[config.mk]
export PLATFORM = sky130hd
export DESIGN_NAME = uart_baud_gen
export DESIGN_NICKNAME = d
export VERILOG_FILES = /design/src/rtl/uart_baud_pkg.sv /design/src/rtl/uart_baud_chan.sv /design/src/rtl/uart_baud_gen.sv
export SDC_FILE = /design/constraint.sdc
export NUM_CORES = 1
export LEC_CHECK = 0
export CORE_MARGIN = 2
export CORE_UTILIZATION = 54
export CTS_CLUSTER_DIAMETER = 80
export CTS_CLUSTER_SIZE = 16
export DETAILED_ROUTE_END_ITERATION = 10
export PLACE_DENSITY = 0.71
export SLEW_MARGIN = 0
export SYNTH_ARGS = -nofsm -noshare
export SYNTH_HDL_FRONTEND = slang
export SYNTH_SLANG_ARGS = --single-unit
[constraint.sdc]
create_clock -name clk -period 6.46 [get_ports clk]
set_input_delay 1.615 -clock clk [delete_from_list [all_inputs] [get_ports clk]]
set_output_delay 1.615 -clock clk [all_outputs]
set_load 0.02 [all_outputs]
[src/rtl/uart_baud_pkg.sv]
`default_nettype none
// +--------------------------------------------------------------------------+
// | uart_baud_pkg : rate table and divisor helpers for uart_baud_gen          |
// | Revision: 1.0                                                             |
// +--------------------------------------------------------------------------+
package uart_baud_pkg;

    localparam int SEL_W     = 3;
    localparam int NUM_RATES = 1 << SEL_W;

    localparam int BAUD_TABLE [NUM_RATES] = '{
        9600, 19200, 38400, 57600, 115200, 230400, 460800, 921600
    };

    // Rounded clocks-per-bit minus one; floored at 0 so a too-slow clock still
    // yields a legal one-cycle period.
    function automatic int div_of(input int clk_hz, input int baud);
        int q;
        q = (clk_hz + baud / 2) / baud;
        return (q > 0) ? q - 1 : 0;
    endfunction

    function automatic int half_of(input int div);
        return div >> 1;
    endfunction

    function automatic int odiv_of(input int div, input int ovs);
        int q;
        q = (div + 1) / ovs;
        return (q > 0) ? q - 1 : 0;
    endfunction

endpackage
`default_nettype wire

[src/rtl/uart_baud_chan.sv]
`default_nettype none
// +--------------------------------------------------------------------------+
// | uart_baud_chan : enable-gated wrap counter with registered compare pulse  |
// | Revision: 1.0                                                             |
// +--------------------------------------------------------------------------+
module uart_baud_chan #(
    parameter int CNT_W = 16
) (
    input  logic             clk,
    input  logic             rst_n,
    input  logic             en,
    input  logic [CNT_W-1:0] div,
    input  logic [CNT_W-1:0] cmp,
    output logic             pulse,
    output logic             wrap
);

    logic [CNT_W-1:0] cnt;

    assign wrap = en && (cnt == div);

    always_ff @(posedge clk or negedge rst_n) begin
        if (!rst_n) begin
            cnt   <= '0;
            pulse <= 1'b0;
        end else begin
            pulse <= en && (cnt == cmp);
            if (!en || wrap) begin
                cnt <= '0;
            end else begin
                cnt <= cnt + CNT_W'(1);
            end
        end
    end

endmodule
`default_nettype wire

[src/rtl/uart_baud_gen.sv]
`default_nettype none
// +--------------------------------------------------------------------------+
// | uart_baud_gen : 8-rate UART baud generator, RX mid-bit/oversample + TX    |
// | Revision: 1.0                                                             |
// +--------------------------------------------------------------------------+
module uart_baud_gen
    import uart_baud_pkg::*;
#(
    parameter int CLK_HZ = 50_000_000,
    parameter int CNT_W  = 16,
    parameter int OVS    = 16
) (
    input  logic             clk,
    input  logic             rst_n,
    input  logic [SEL_W-1:0] baud_sel,
    input  logic             rx_en,
    input  logic             tx_en,
    output logic             rx_mid,
    output logic             ovs_tick,
    output logic             tx_tick,
    output logic [SEL_W-1:0] active_sel,
    output logic             busy,
    output logic             cfg_err
);

    logic [CNT_W-1:0]     div_tab  [NUM_RATES];
    logic [CNT_W-1:0]     half_tab [NUM_RATES];
    logic [CNT_W-1:0]     odiv_tab [NUM_RATES];
    logic [NUM_RATES-1:0] err_tab;

    for (genvar k = 0; k < NUM_RATES; k++) begin : g_tab
        localparam int DIV_K = div_of(CLK_HZ, BAUD_TABLE[k]);
        assign div_tab[k]  = CNT_W'(DIV_K);
        assign half_tab[k] = CNT_W'(half_of(DIV_K));
        assign odiv_tab[k] = CNT_W'(odiv_of(DIV_K, OVS));
        assign err_tab[k]  = (DIV_K + 1) < OVS;
    end

    logic             idle;
    logic [SEL_W-1:0] sel_next;
    logic [CNT_W-1:0] div_sel;
    logic [CNT_W-1:0] half_sel;
    logic [CNT_W-1:0] odiv_sel;
    logic             rx_wrap;
    logic             tx_wrap_unused;
    logic [CNT_W-1:0] ovs_cnt;

    // Rate changes are only accepted while both channels are idle.
    assign idle     = !rx_en && !tx_en;
    assign sel_next = idle ? baud_sel : active_sel;
    assign div_sel  = div_tab[active_sel];
    assign half_sel = half_tab[active_sel];
    assign odiv_sel = odiv_tab[active_sel];

    always_ff @(posedge clk or negedge rst_n) begin
        if (!rst_n) begin
            active_sel <= '0;
            cfg_err    <= 1'b0;
            busy       <= 1'b0;
        end else begin
            active_sel <= sel_next;
            cfg_err    <= err_tab[sel_next];
            busy       <= rx_en | tx_en;
        end
    end

    uart_baud_chan #(.CNT_W(CNT_W)) u_rx_chan (
        .clk   (clk),
        .rst_n (rst_n),
        .en    (rx_en),
        .div   (div_sel),
        .cmp   (half_sel),
        .pulse (rx_mid),
        .wrap  (rx_wrap)
    );

    uart_baud_chan #(.CNT_W(CNT_W)) u_tx_chan (
        .clk   (clk),
        .rst_n (rst_n),
        .en    (tx_en),
        .div   (div_sel),
        .cmp   (div_sel),
        .pulse (tx_tick),
        .wrap  (tx_wrap_unused)
    );

    // Restarting on the RX wrap lets the last sub-interval absorb the remainder.
    always_ff @(posedge clk or negedge rst_n) begin
        if (!rst_n) begin
            ovs_cnt  <= '0;
            ovs_tick <= 1'b0;
        end else begin
            ovs_tick <= rx_en && !cfg_err && (ovs_cnt == odiv_sel);
            if (!rx_en || rx_wrap || (ovs_cnt == odiv_sel)) begin
                ovs_cnt <= '0;
            end else begin
                ovs_cnt <= ovs_cnt + CNT_W'(1);
            end
        end
    end

endmodule
`default_nettype wire

# ---- Yosys cells after proc, flatten, opt, wreduce, memory -nomap -nowiden
# Memories as Yosys holds them, arrays and structs flattened. A register that Yosys moved wholly into a read port is not among the register bits.
# Index checks and enable logic that the tools add are counted.
dict set report totals {
  input_bits 7
  rom_bits 392
  ff_bits 55
  output_inout_bits 8
  n_memories 4
  wordCells 45
}
dict set report op_classes {
  reduce_logical 13
  order_cmp 1
  n_eq_ne 4
  add_sub_neg 3
  n_mux 10
  bitwise_logic 2
}
# name words word_bits read_ports rd_ports_with_merged_regs write_ports line
set mem_list {}
lappend mem_list {{(no name shown)} 8 16 1 0 0 uart_baud_gen.sv:53} ;# assign odiv_sel = odiv_tab[active_sel];
lappend mem_list {{(no name shown)} 8 16 1 0 0 uart_baud_gen.sv:52} ;# assign half_sel = half_tab[active_sel];
lappend mem_list {{(no name shown)} 8 16 1 0 0 uart_baud_gen.sv:51} ;# assign div_sel = div_tab[active_sel];
lappend mem_list {{(no name shown)} 8 1 1 1 0 uart_baud_gen.sv:62} ;# cfg_err <= err_tab[sel_next];
# operator count
set ops {}
lappend ops {{$mux W16} 9}
lappend ops {{$eq A16 B16 Y1} 4}
lappend ops {{$add A16 B1 Y16 const B} 3}
lappend ops {{$logic_and A1 B1 Y1} 6}
lappend ops {{$ge A4 B4 Y1 const B} 1}
lappend ops {{$logic_not A1 Y1} 4}
lappend ops {{$not A3 Y4} 1}
lappend ops {{$logic_or A1 B1 Y1} 3}
lappend ops {{$mux W3} 1}
lappend ops {{$or A1 B1 Y1} 1}

# ---- Logic depth before layout (Yosys ltp)
dict set report depth {
  ltp_word 9
  depth_mapped 11
  ltp_nobuf 7
}

# ---- Hierarchy
# From an unflattened synthesis, not the netlist that was laid out.
dict set report unflattened {
  hier_cells 399
  hier_area_um2 3900.0
}
# module seq_area_each_um2 instances area_per_inst_um2 cells_per_inst
set by_module_without_submodules {}
lappend by_module_without_submodules {uart_baud_chan 425.4 2 1321.3 131}
lappend by_module_without_submodules {uart_baud_gen 525.5 1 1257.5 137}

# ---- Worst setup path before layout
# Ideal clock, no wire load.
dict set report synth_path {
  path_kind {in2reg}
  start {input port rx_en}
  end {register u_rx_chan.pulse}
  path_slack_ns 3.884
  cell_stages 6
  setup_ns 0.067
  arrival_time_ns 2.509
  cell_sequence {clkbuf_1 > inv_2 > nor2_1 > o2111ai_1 > nor4b_1 > and3_1}
}
dict set report synth_between {
  elab_chain_cells 1
}
# item line
set synth_lines {}
lappend synth_lines {{from (decl)} uart_baud_gen.sv:16} ;# input logic rx_en,
lappend synth_lines {{$logic_and A1 B1 Y1} uart_baud_chan.sv:27} ;# pulse <= en && (cnt == cmp);
lappend synth_lines {{to (signal assigned)} uart_baud_chan.sv:27}
lappend synth_lines {{to (decl)} uart_baud_chan.sv:14} ;# output logic pulse,
# No other way between the ends.

# ---- Worst setup path in the final report
dict set report layout_path {
  start {register active_sel[1]}
  end {register ovs_cnt[0]}
}
dict set report layout_between {
  elab_chain_cells 9
  word_cells_on_any_way 13
}
# item line
set layout_lines {}
lappend layout_lines {{from (decl)} uart_baud_gen.sv:21} ;# output logic [SEL_W-1:0] active_sel,
lappend layout_lines {{from (signal assigned)} uart_baud_gen.sv:61} ;# active_sel <= sel_next;
lappend layout_lines {{$not A3 Y4 (not written as such) (*)} {uart_baud_gen.sv:51, uart_baud_gen.sv:53}}
lappend layout_lines {{$mem_v2 Z8 W16} -}
lappend layout_lines {{$mux W16 (not written as such) (2 in series)} uart_baud_gen.sv:51}
lappend layout_lines {{$eq A16 B16 Y1} uart_baud_chan.sv:20} ;# assign wrap = en && (cnt == div);
lappend layout_lines {{$logic_and A1 B1 Y1} uart_baud_chan.sv:20}
lappend layout_lines {{$logic_or A1 B1 Y1} uart_baud_gen.sv:94} ;# if (!rx_en || rx_wrap || (ovs_cnt == odiv_sel)) begin
lappend layout_lines {{$logic_or A1 B1 Y1 (*)} uart_baud_gen.sv:94}
lappend layout_lines {{$mux W16 (*)} uart_baud_gen.sv:94}
lappend layout_lines {{to (signal assigned)} uart_baud_gen.sv:97} ;# ovs_cnt <= ovs_cnt + CNT_W'(1);
lappend layout_lines {{to (decl)} uart_baud_gen.sv:46} ;# logic [CNT_W-1:0] ovs_cnt;
# Mark *: on every way between the ends. The rest lies on a longest branch, timed or not. The select of a mux whose other input is x is not followed.

==> reports/metrics.csv <==
metric;value;unit
Final setup violation count;0;
vias in the first global route;2933;
max cap viols;0;
FF-to-FF Start;active_sel[1];
Final Skew;0.00598;ns
Post-DRT Antenna Nets;0;
Arrival @ worst endpoint;3.83;ns
clock latency on the worst-skew pair;0.32;ns
FF-to-FF End;ovs_cnt[0];
kind of critical path;flip-flop to flip-flop;
final WL;8740;um
Post-Synthesis Cell Area;3960;um^2
first-pass GRT wire length;14900;um
largest net degree at the start of global routing;56;
GRT Total Usage;0.235;
crit path from;active_sel[1];
Post-route DRC;0;
type of the most critical hold path;flip-flop to flip-flop;
CTS tree;yes;
Die H;89.6;um
final period utilization;0.570;
minimum setup slack among reg-to-reg paths;2.78;ns
row cnt;31;
Power, Total;0.795;mW
Initial Util;0.552;
Synth Warn #;0;
critical path endpoint;ovs_cnt[0];
Worst Setup Start Kind;flip-flop;
Wirelength per Cell;16.5;um
Post-Syn Nets;463;
sequential area share after synthesis;0.348;
Synth Flop Type;dfrtp_1;
minimum clock period;3.68;ns
most common cell after layout, fill and taps aside;dfrtp_1;
detailed placement HPWL;5940;um
Synth Area in Compound Gates;0.192;
fin worst setup slack;2.78;ns
post-synthesis simple-gate area fraction;0.218;
Final #Nets;446;
Syn Area/Cell;8.83;um^2
initial antenna violation count;0;
CTS Hold Bufs;0;
Post-CTS Resized;0;
FF-to-FF path depth;7;
via count;3230;
Seq cells post-synth;55;
setup TNS;0;ns
Reg clk slew, reported paths;0.10;ns
die area;8030;um^2
Initial DRC Count;230;
endpoints failing hold;0;
Synth Area in Adders;0.0253;
Final Core Density;0.575;
H-tree depth;2;
CP endpoint kind;flip-flop;
clock tree buffer depth;2;
Post-Synth XOR/XNOR Area;0.131;
Antenna Cells;0;
status;complete, no violations;
Synth-to-Final Area Change;4.17;%
area of the core;7180;um^2
port bufs;13;
share of synthesized area spent on multiplexers;0.0164;
Cells after Synth;448;
post-synth cell types;66;
grt total ovfl;0;
Leakage;1.59;nW
worst-margin pin slew;1.15;ns
slew margin rel.;0.227;
Hold Crit Start;u_rx_chan.cnt[15];
Peak VDD IR;0.000108;V
placer congestion estimate;0.884;
Max Slew Vio Count;0;
CP required;6.61;ns
Place WS;2.82;ns
pwr dens;193;nW/um^2
DRT Pass-1 Iters;5;
layout cells sized above 1;0.0671;
maximum fanout along the worst path;29;
commonest cells after routing, fill and taps aside;dfrtp_1 (55), xnor2_1 (36), nand2_1 (33);
vias per inst;6.08;
fmax;272;MHz
I/O pin cnt;15;
main combinational cell family by area after synthesis;simple AND/OR/NAND/NOR gates;
EDFF count, synth;0;
Synth async-reset ratio;1.00;
post-CTS setup buffer count;0;
die extent in x;89.6;um
Hold Path Cell Cnt;2;
CTS Buf Count;5;
clk sinks;55;
Root Buffer;clkbuf_8;
Hold Worst Slack;0.555;ns
RSZ-0062 raised after global routing;false;
worst max-delay path, stage by stage, from the launching register on:
cell,delay (ns)
dfrtp_1,0.76
inv_1,0.22
ha_1,0.69
mux2i_2,0.18
xnor2_1,0.16
a2111oi_0,0.24
and4bb_1,0.99
a2111oi_0,0.26
registers in the layout (all words and copies together) (netlist names):
signal / count
ovs_cnt: 16
u_rx_chan.cnt: 16
u_tx_chan.cnt: 16
active_sel: 3
busy: 1
ovs_tick: 1
u_rx_chan.pulse: 1
u_tx_chan.pulse: 1
cells by family after synthesis:
logic type,Yosys count
simple gates,154
compound gates,108
xor+xnor,59
buf+inv,57
flops,55
fa+ha+maj,8
mux,6
other cells,1
cells in the mapped netlist (8+ instances only):
library cell / n / area share
clkbuf_1: 15 / 0.014
nand3_1: 18 / 0.023
inv_1: 15 / 0.014
dfrtp_1: 55 / 0.35
nand2b_1: 8 / 0.013
a21oi_1: 30 / 0.038
xnor2_1: 36 / 0.080
nand2_1: 33 / 0.031
a211oi_1: 22 / 0.042
nor3_1: 14 / 0.018
buf_2: 18 / 0.023
o21ai_0: 11 / 0.014
nor2b_1: 9 / 0.014
and2_1: 9 / 0.014
ha_1: 8 / 0.025
nor2_1: 25 / 0.024
and3_1: 10 / 0.016
xor2_1: 23 / 0.051
nand4_1: 8 / 0.013
worst min-delay path by stage:
stage	end	slack (ns)
after floorplan	u_rx_chan.cnt[15]	0.51
after global placement	u_rx_chan.cnt[15]	0.52
after detailed placement	u_rx_chan.cnt[15]	0.54
after CTS	u_rx_chan.cnt[15]	0.56
after global routing	u_rx_chan.cnt[15]	0.64
final	u_rx_chan.cnt[15]	0.56
through the flow:
step | cells | cell area, um^2
after global placement | 523 | 4030
after global routing | 531 | 4120
after CTS | 531 | 4120
final | 531 | 4120
after detailed placement | 523 | 4030
after floorplan | 448 | 3960
routing by layer:
| metal | wire length [um] | track usage | vias to the layer above | share of wire |
|---|---|---|---|---|
| met2 | 4160 | 0.374 | 85 | 0.48 |
| li1 | - | - | 1566 | - |
| met4 | 78 | 0.0529 | 0 | 0.0089 |
| met5 | 0 | 0 | - | 0 |
| met3 | 343 | 0.0347 | 11 | 0.039 |
| met1 | 4150 | 0.340 | 1568 | 0.48 |
cell type report:
| cell class | count | area [um^2] |
|---|---|---|
| clock buffers | 5 | 68.8 |
| clock inverters | 3 | 26.3 |
| fillers | 640 | 3050 |
| inverters | 16 | 60.1 |
| multi-input cells | 336 | 2310 |
| flip-flops and latches | 55 | 1380 |
| well taps | 99 | 124 |
| repair buffers | 17 | 155 |
power by group:
part	switching [mW]	internal, mW	leakage, nW
combinational	0.135	0.0844	0.791
sequential	0.0235	0.353	0.752
clock	0.118	0.0800	0.0491
(Power assumes the default switching activity.)
